File: config.mk
export PLATFORM = sky130hd
export DESIGN_NAME = rv_instr_encoder_loader
export DESIGN_NICKNAME = d
export VERILOG_FILES = /design/src/rtl/rv_instr_encoder_loader.sv
export SDC_FILE = /design/constraint.sdc
export NUM_CORES = 1
export LEC_CHECK = 0
export ABC_CLOCK_PERIOD_IN_PS = 7000
export BUFFER_PORTS_ARGS = -buffer_cell sky130_fd_sc_hd__buf_2
export CAP_MARGIN = 20
export CELL_PAD_IN_SITES_DETAIL_PLACEMENT = 2
export CELL_PAD_IN_SITES_GLOBAL_PLACEMENT = 2
export CORE_UTILIZATION = 41
export DETAILED_ROUTE_END_ITERATION = 6
export GPL_TIMING_DRIVEN = 0
export HOLD_SLACK_MARGIN = 0.1
export PLACE_DENSITY_LB_ADDON = 0.1
export SYNTH_ARGS = -nofsm -noshare
export SYNTH_HDL_FRONTEND = slang
export SYNTH_SLANG_ARGS = --single-unit
File: constraint.sdc
create_clock -name clk -period 7 [get_ports clk]
set_input_delay 1.4 -clock clk [delete_from_list [all_inputs] [get_ports clk]]
set_output_delay 1.4 -clock clk [all_outputs]
set_load 0.03 [all_outputs]
File: src/rtl/rv_instr_encoder_loader.sv
// rv_instr_encoder_loader
// Turns symbolic RV32I instruction requests into 32-bit machine words,
// buffers them in a small FIFO and streams them into instruction memory
// at consecutive word addresses through a write/ack handshake.
//
// Ports:
//   clk, rst_n            clock (rising edge) and asynchronous active-low reset
//   start, finish         session control pulses
//   in_valid / in_ready   request handshake
//   in_class              0=R 1=I-ALU 2=LW 3=SW 4=BRANCH 5=JAL 6=JALR 7=illegal
//   in_rd/rs1/rs2         register indices
//   in_funct3/in_funct7   function fields
//   in_imm                signed byte-offset immediate
//   mem_we/addr/wdata     memory write request, held until mem_ack
//   mem_ack               write completes when mem_we && mem_ack
//   busy, done, err       status (done is a one-cycle pulse, err is sticky)
//   word_count            words written in the current session
module rv_instr_encoder_loader #(
   parameter int                ADDR_W    = 32,
   parameter logic [ADDR_W-1:0] BASE_ADDR = '0,
   parameter int                DEPTH     = 4
) (
   input  logic              clk,
   input  logic              rst_n,
   input  logic              start,
   input  logic              finish,
   input  logic              in_valid,
   output logic              in_ready,
   input  logic [2:0]        in_class,
   input  logic [4:0]        in_rd,
   input  logic [4:0]        in_rs1,
   input  logic [4:0]        in_rs2,
   input  logic [2:0]        in_funct3,
   input  logic [6:0]        in_funct7,
   input  logic [31:0]       in_imm,
   output logic              mem_we,
   output logic [ADDR_W-1:0] mem_addr,
   output logic [31:0]       mem_wdata,
   input  logic              mem_ack,
   output logic              busy,
   output logic              done,
   output logic              err,
   output logic [15:0]       word_count
);

   localparam int              PTR_W    = $clog2(DEPTH);
   localparam logic [PTR_W:0]  FULL_OCC = (PTR_W+1)'(DEPTH);

   localparam logic [1:0] ST_IDLE  = 2'd0;
   localparam logic [1:0] ST_RUN   = 2'd1;
   localparam logic [1:0] ST_DRAIN = 2'd2;
   localparam logic [1:0] ST_DONE  = 2'd3;

   logic [1:0]        state_q, state_d;
   logic [ADDR_W-1:0] addr_q, addr_d;
   logic [15:0]       word_count_q, word_count_d;
   logic              err_q, err_d;
   logic [PTR_W-1:0]  wr_ptr_q, wr_ptr_d;
   logic [PTR_W-1:0]  rd_ptr_q, rd_ptr_d;
   logic [PTR_W:0]    occ_q, occ_d;
   logic [31:0]       fifo_mem_q [DEPTH];

   logic [31:0] enc_word;
   logic        fifo_empty, fifo_full;
   logic        accept, push, pop;

   // Immediate bits above bit 20 never appear in any encoding.
   logic [10:0] unused_imm_hi;
   assign unused_imm_hi = in_imm[31:21];

   assign fifo_empty = (occ_q == '0);
   assign fifo_full  = (occ_q == FULL_OCC);

   // Ready looks only at registered occupancy, so a full FIFO stalls input
   // even in a cycle where the head is being popped.
   assign in_ready   = (state_q == ST_RUN) && !fifo_full;
   assign mem_we     = !fifo_empty && ((state_q == ST_RUN) || (state_q == ST_DRAIN));
   assign mem_wdata  = mem_we ? fifo_mem_q[rd_ptr_q] : 32'd0;
   assign mem_addr   = addr_q;
   assign busy       = (state_q != ST_IDLE);
   assign done       = (state_q == ST_DONE);
   assign err        = err_q;
   assign word_count = word_count_q;

   // Illegal requests complete the handshake but never enter the FIFO.
   assign accept = in_valid && in_ready;
   assign push   = accept && (in_class != 3'd7);
   assign pop    = mem_we && mem_ack;

   // Combinational RV32I encoder; immediates are scattered into the fixed
   // S/B/J field positions and any unused bits are simply dropped.
   always_comb begin
      enc_word = 32'd0;
      case (in_class)
         3'd0: enc_word = {in_funct7, in_rs2, in_rs1, in_funct3, in_rd, 7'b0110011};
         3'd1: enc_word = {in_imm[11:0], in_rs1, in_funct3, in_rd, 7'b0010011};
         3'd2: enc_word = {in_imm[11:0], in_rs1, 3'b010, in_rd, 7'b0000011};
         3'd3: enc_word = {in_imm[11:5], in_rs2, in_rs1, 3'b010, in_imm[4:0], 7'b0100011};
         3'd4: enc_word = {in_imm[12], in_imm[10:5], in_rs2, in_rs1, in_funct3,
                           in_imm[4:1], in_imm[11], 7'b1100011};
         3'd5: enc_word = {in_imm[20], in_imm[10:1], in_imm[11], in_imm[19:12],
                           in_rd, 7'b1101111};
         3'd6: enc_word = {in_imm[11:0], in_rs1, 3'b000, in_rd, 7'b1100111};
         default: enc_word = 32'd0;
      endcase
   end

   // Session state, write address, counters and FIFO pointers.
   always_comb begin
      state_d      = state_q;
      addr_d       = addr_q;
      word_count_d = word_count_q;
      err_d        = err_q;
      wr_ptr_d     = wr_ptr_q;
      rd_ptr_d     = rd_ptr_q;
      occ_d        = occ_q;

      case (state_q)
         ST_IDLE: begin
            if (start) begin
               state_d      = ST_RUN;
               addr_d       = BASE_ADDR;
               word_count_d = 16'd0;
               err_d        = 1'b0;
            end
         end
         ST_RUN: begin
            if (finish) state_d = ST_DRAIN;
         end
         ST_DRAIN: begin
            // Nothing can be pushed here, so the FIFO is drained once it is
            // empty or its last word is acknowledged this cycle.
            if (fifo_empty || ((occ_q == (PTR_W+1)'(1)) && pop)) state_d = ST_DONE;
         end
         default: state_d = ST_IDLE;
      endcase

      if (accept && (in_class == 3'd7)) err_d = 1'b1;

      if (pop) begin
         addr_d       = addr_q + ADDR_W'(4);
         word_count_d = word_count_q + 16'd1;
         rd_ptr_d     = rd_ptr_q + PTR_W'(1);
      end
      if (push) wr_ptr_d = wr_ptr_q + PTR_W'(1);

      case ({push, pop})
         2'b10:   occ_d = occ_q + (PTR_W+1)'(1);
         2'b01:   occ_d = occ_q - (PTR_W+1)'(1);
         default: occ_d = occ_q;
      endcase
   end

   always_ff @(posedge clk or negedge rst_n) begin
      if (!rst_n) begin
         state_q      <= ST_IDLE;
         addr_q       <= BASE_ADDR;
         word_count_q <= 16'd0;
         err_q        <= 1'b0;
         wr_ptr_q     <= '0;
         rd_ptr_q     <= '0;
         occ_q        <= '0;
      end else begin
         state_q      <= state_d;
         addr_q       <= addr_d;
         word_count_q <= word_count_d;
         err_q        <= err_d;
         wr_ptr_q     <= wr_ptr_d;
         rd_ptr_q     <= rd_ptr_d;
         occ_q        <= occ_d;
      end
   end

   // FIFO storage needs no reset: occupancy alone decides what is valid.
   always_ff @(posedge clk) begin
      if (push) fifo_mem_q[wr_ptr_q] <= enc_word;
   end

endmodule

==> results.toml <==
[yosys]
async_reset_ff_share_pct = 31.1
yosysMostFrequentCell = "edfxtp_1"
ys_ff_latch = 180
synth_top_area_cell = "edfxtp_1"
synth_edf_count = 124
synth_top_cell_area_share_pct = 44.5
ys_types = 51
ys.flop_type = "edfxtp_1"
avgSynthCellArea_um2 = 13.2
yosysWarnings = 0
synth_common_cells = "edfxtp_1 (124), nand2_1 (87), dfrtp_1 (56)"
synth_area_um2 = 8370
syn_inst = 632
ys_top_cells_by_area = "edfxtp_1 (44%), dfrtp_1 (17%), mux4_2 (8.3%), mux2i_1 (3.9%), nand2_1 (3.9%)"
synth-seq-area-share_pct = 61.2

[pwr]
power.leakage_nw = 4.29
peakVddDrop_mv = 0.204
powerDensity_nw_per_um2 = 385

[floorplan]
ios = 151
fp.dieH_um = 145
initial_core_util_pct = 42.5
die_area_um2 = 21000
fp.dieW_um = 145
rows = 51
core_area_um2 = 19700

[clocking]
cts_max_level = 4
cts_buffer_depth = 2
cts_tree = "done"
post-cts-setup-buffer-count = 0
cts-root-buf = "clkbuf_16"
hold_buffers = 0
cts_resized = 0
clkLatencyLatePin_ns = 0.44
numCtsBuffers = 17
path_clk_slew_ns = 0.07
clkSinkCount = 180

[route]
via_per_inst = 5.66
wire_per_inst_um = 22.8
antenna_left = 0
drtPass1Iterations = 4
drt_iter0_markers = 194
drc = 0
route.vias.total = 6041
wl_mm = 24.4

[place]
gp_congestion = 0.837
port_buffers = 136
dpl.hpwl_mm = 17.0

[timing]
slew_headroom_pct = 36.7
fmax_mhz = 254
finClkSkew_ns = 0.0128
final-hold-violation-count = 0
setup_violations = 0
grt_setup_unrepaired = "false"
post-route-min-period_ns = 3.93
final_max_slew_viol_count = 0
period_share_pct = 56.2
tns_ns = 0
tightest_slew_ns = 0.950

[global_route]
grt-ovfl-total = 0
grt_pass1_vias = 6578
grt_pass1_wl_mm = 37.8
grt_max_degree = 36
grt_usage_pct = 24.8
antenna_found_initial = 1

[layout]
postLayoutCoreUtil_pct = 50.7
area_delta_synth_final_pct = 19.4
fin_nets = 870
layout-drive-gt1-share_pct = 28.9
diodes = 0
num-fill-cells = 1922

[setup_path]
critPathArrivalTime_ns = 2.53
r2r-start = "occ_q[0]"
crit_required_ns = 5.60
reg2reg_to = "fifo_mem_q[3][5]"
path_class = "register to output port"
critPathMaxFanout = 10
cp-endpoint = "mem_wdata[12]"
r2r_slack_ns = 4.09
crit_path_start_kind = "register"
crit_path_start = "occ_q[0]"
worst_setup_path_end_kind = "output port"
r2r_cells = 6

[run]
max-cap-violations = 0

[worst_hold_path]
hp-class = "register to register"

[outcome]
status = "completed"
==> cells in the final DEF (no fill, tap or decap), types with 3 or more instances in the layout <==
| cell | synthesis | final |
|---|---|---|
| nand3_1 | 20 | 20 |
| and4_1 | 4 | 4 |
| a31oi_1 | 6 | 6 |
| edfxtp_1 | 124 | 124 |
| mux2i_1 | 33 | 33 |
| clkbuf_16 | 0 | 17 |
| nand4_1 | 14 | 14 |
| nand2b_1 | 3 | 3 |
| dfrtp_1 | 56 | 56 |
| o21ai_0 | 22 | 22 |
| and2_2 | 0 | 4 |
| nor3_1 | 8 | 8 |
| a221oi_1 | 8 | 8 |
| ha_1 | 15 | 15 |
| a22o_1 | 3 | 3 |
| nor2_1 | 21 | 21 |
| buf_2 | 10 | 146 |
| a21oi_1 | 22 | 22 |
| inv_6 | 0 | 7 |
| o211ai_2 | 3 | 3 |
| and3_1 | 45 | 45 |
| xnor2_1 | 8 | 8 |
| o31ai_2 | 3 | 3 |
| nand2_1 | 87 | 87 |
| mux4_2 | 31 | 31 |
| buf_4 | 4 | 4 |
| clkbuf_1 | 21 | 21 |
| buf_1 | 3 | 3 |
| and2_1 | 8 | 4 |
| inv_8 | 0 | 3 |
| inv_1 | 14 | 14 |
| o22ai_1 | 7 | 7 |
==> cell families (layout without fill, tap and decap cells) <==
logic type | count (synthesis) | in the layout | share of synthesized area [%]
simple gates | 221 | 221 | 13.3
flops | 180 | 180 | 61.2
compound gates | 85 | 85 | 6.68
mux | 66 | 66 | 12.6
buf+inv | 55 | 224 | 2.97
fa+ha+maj | 15 | 15 | 2.24
xor+xnor | 9 | 9 | 0.942
other cells | 1 | 2 | 0.0448
==> metal layers <==
metal / share of wire [%] / track usage, % / vias to the layer above
met5: 0 / 0 / -
met4: 1.2 / 6.93 / 0
met3: 4.4 / 5.03 / 23
met2: 52 / 43.3 / 158
met1: 42 / 31.0 / 3161
li1: - / - / 2699
==> power breakdown <==
group | switching, mW | internal (mW) | total [mW]
sequential | 0.0714 | 1.26 | 1.33
clock | 0.465 | 0.508 | 0.973
combinational | 1.03 | 0.523 | 1.55
==> how the worst min path moves through the flow <==
stage	depth (start not counted)	slack, ns	startpoint	endpoint
floorplan	2	0.48	occ_q[1]	occ_q[1]
global placement	1	0.46	word_count[15]	word_count[15]
detailed placement	1	0.48	word_count[15]	word_count[15]
CTS	1	0.49	word_count[15]	word_count[15]
global route	1	0.53	mem_addr[12]	mem_addr[12]
finish	1	0.48	word_count[15]	word_count[15]
==> worst max-delay path: stages, from the launching register on <==
cell and delay [ns]:
dfrtp_1 0.42, inv_1 0.10, ha_1 0.25, nand2b_1 0.36, clkbuf_1 0.43, and3_1 0.31, buf_2 0.22
==> registers in the layout, indices dropped and copies added (netlist names) <==
signal / count
mem_addr: 30
state_q: 2
err: 1
wr_ptr_q: 2
fifo_mem_q: 124
rd_ptr_q: 2
occ_q: 3
word_count: 16
==> cell type report <==
| type | count | area [µm²] | area share (%) |
|---|---|---|---|
| multi-input combinational | 398 | 3010 | 30.1 |
| clock buffer | 17 | 425 | 4.25 |
| sequential | 180 | 5120 | 51.3 |
| buffer | 40 | 193 | 1.93 |
| tap | 265 | 332 | 3.32 |
| clock inverter | 15 | 161 | 1.61 |
| inverter | 15 | 56.3 | 0.563 |
| timing repair buffer | 137 | 701 | 7.01 |
==> through the flow <==
step | std cells | setup WS, ns | power [mW] | cell area (µm²) | hold slack, ns
finish | 1067 | 3.07 | 3.85 | 10000 | 0.476
global route | 1067 | 2.93 | 4.04 | 10000 | 0.527
CTS | 1067 | 3.00 | 3.90 | 10000 | 0.486
detailed placement | 1035 | 3.36 | 2.91 | 9410 | 0.477
global placement | 1034 | 2.87 | 2.84 | 9390 | 0.463
floorplan | 633 | 3.73 | 2.41 | 8370 | 0.475
Power figures use the tool's default switching activity.
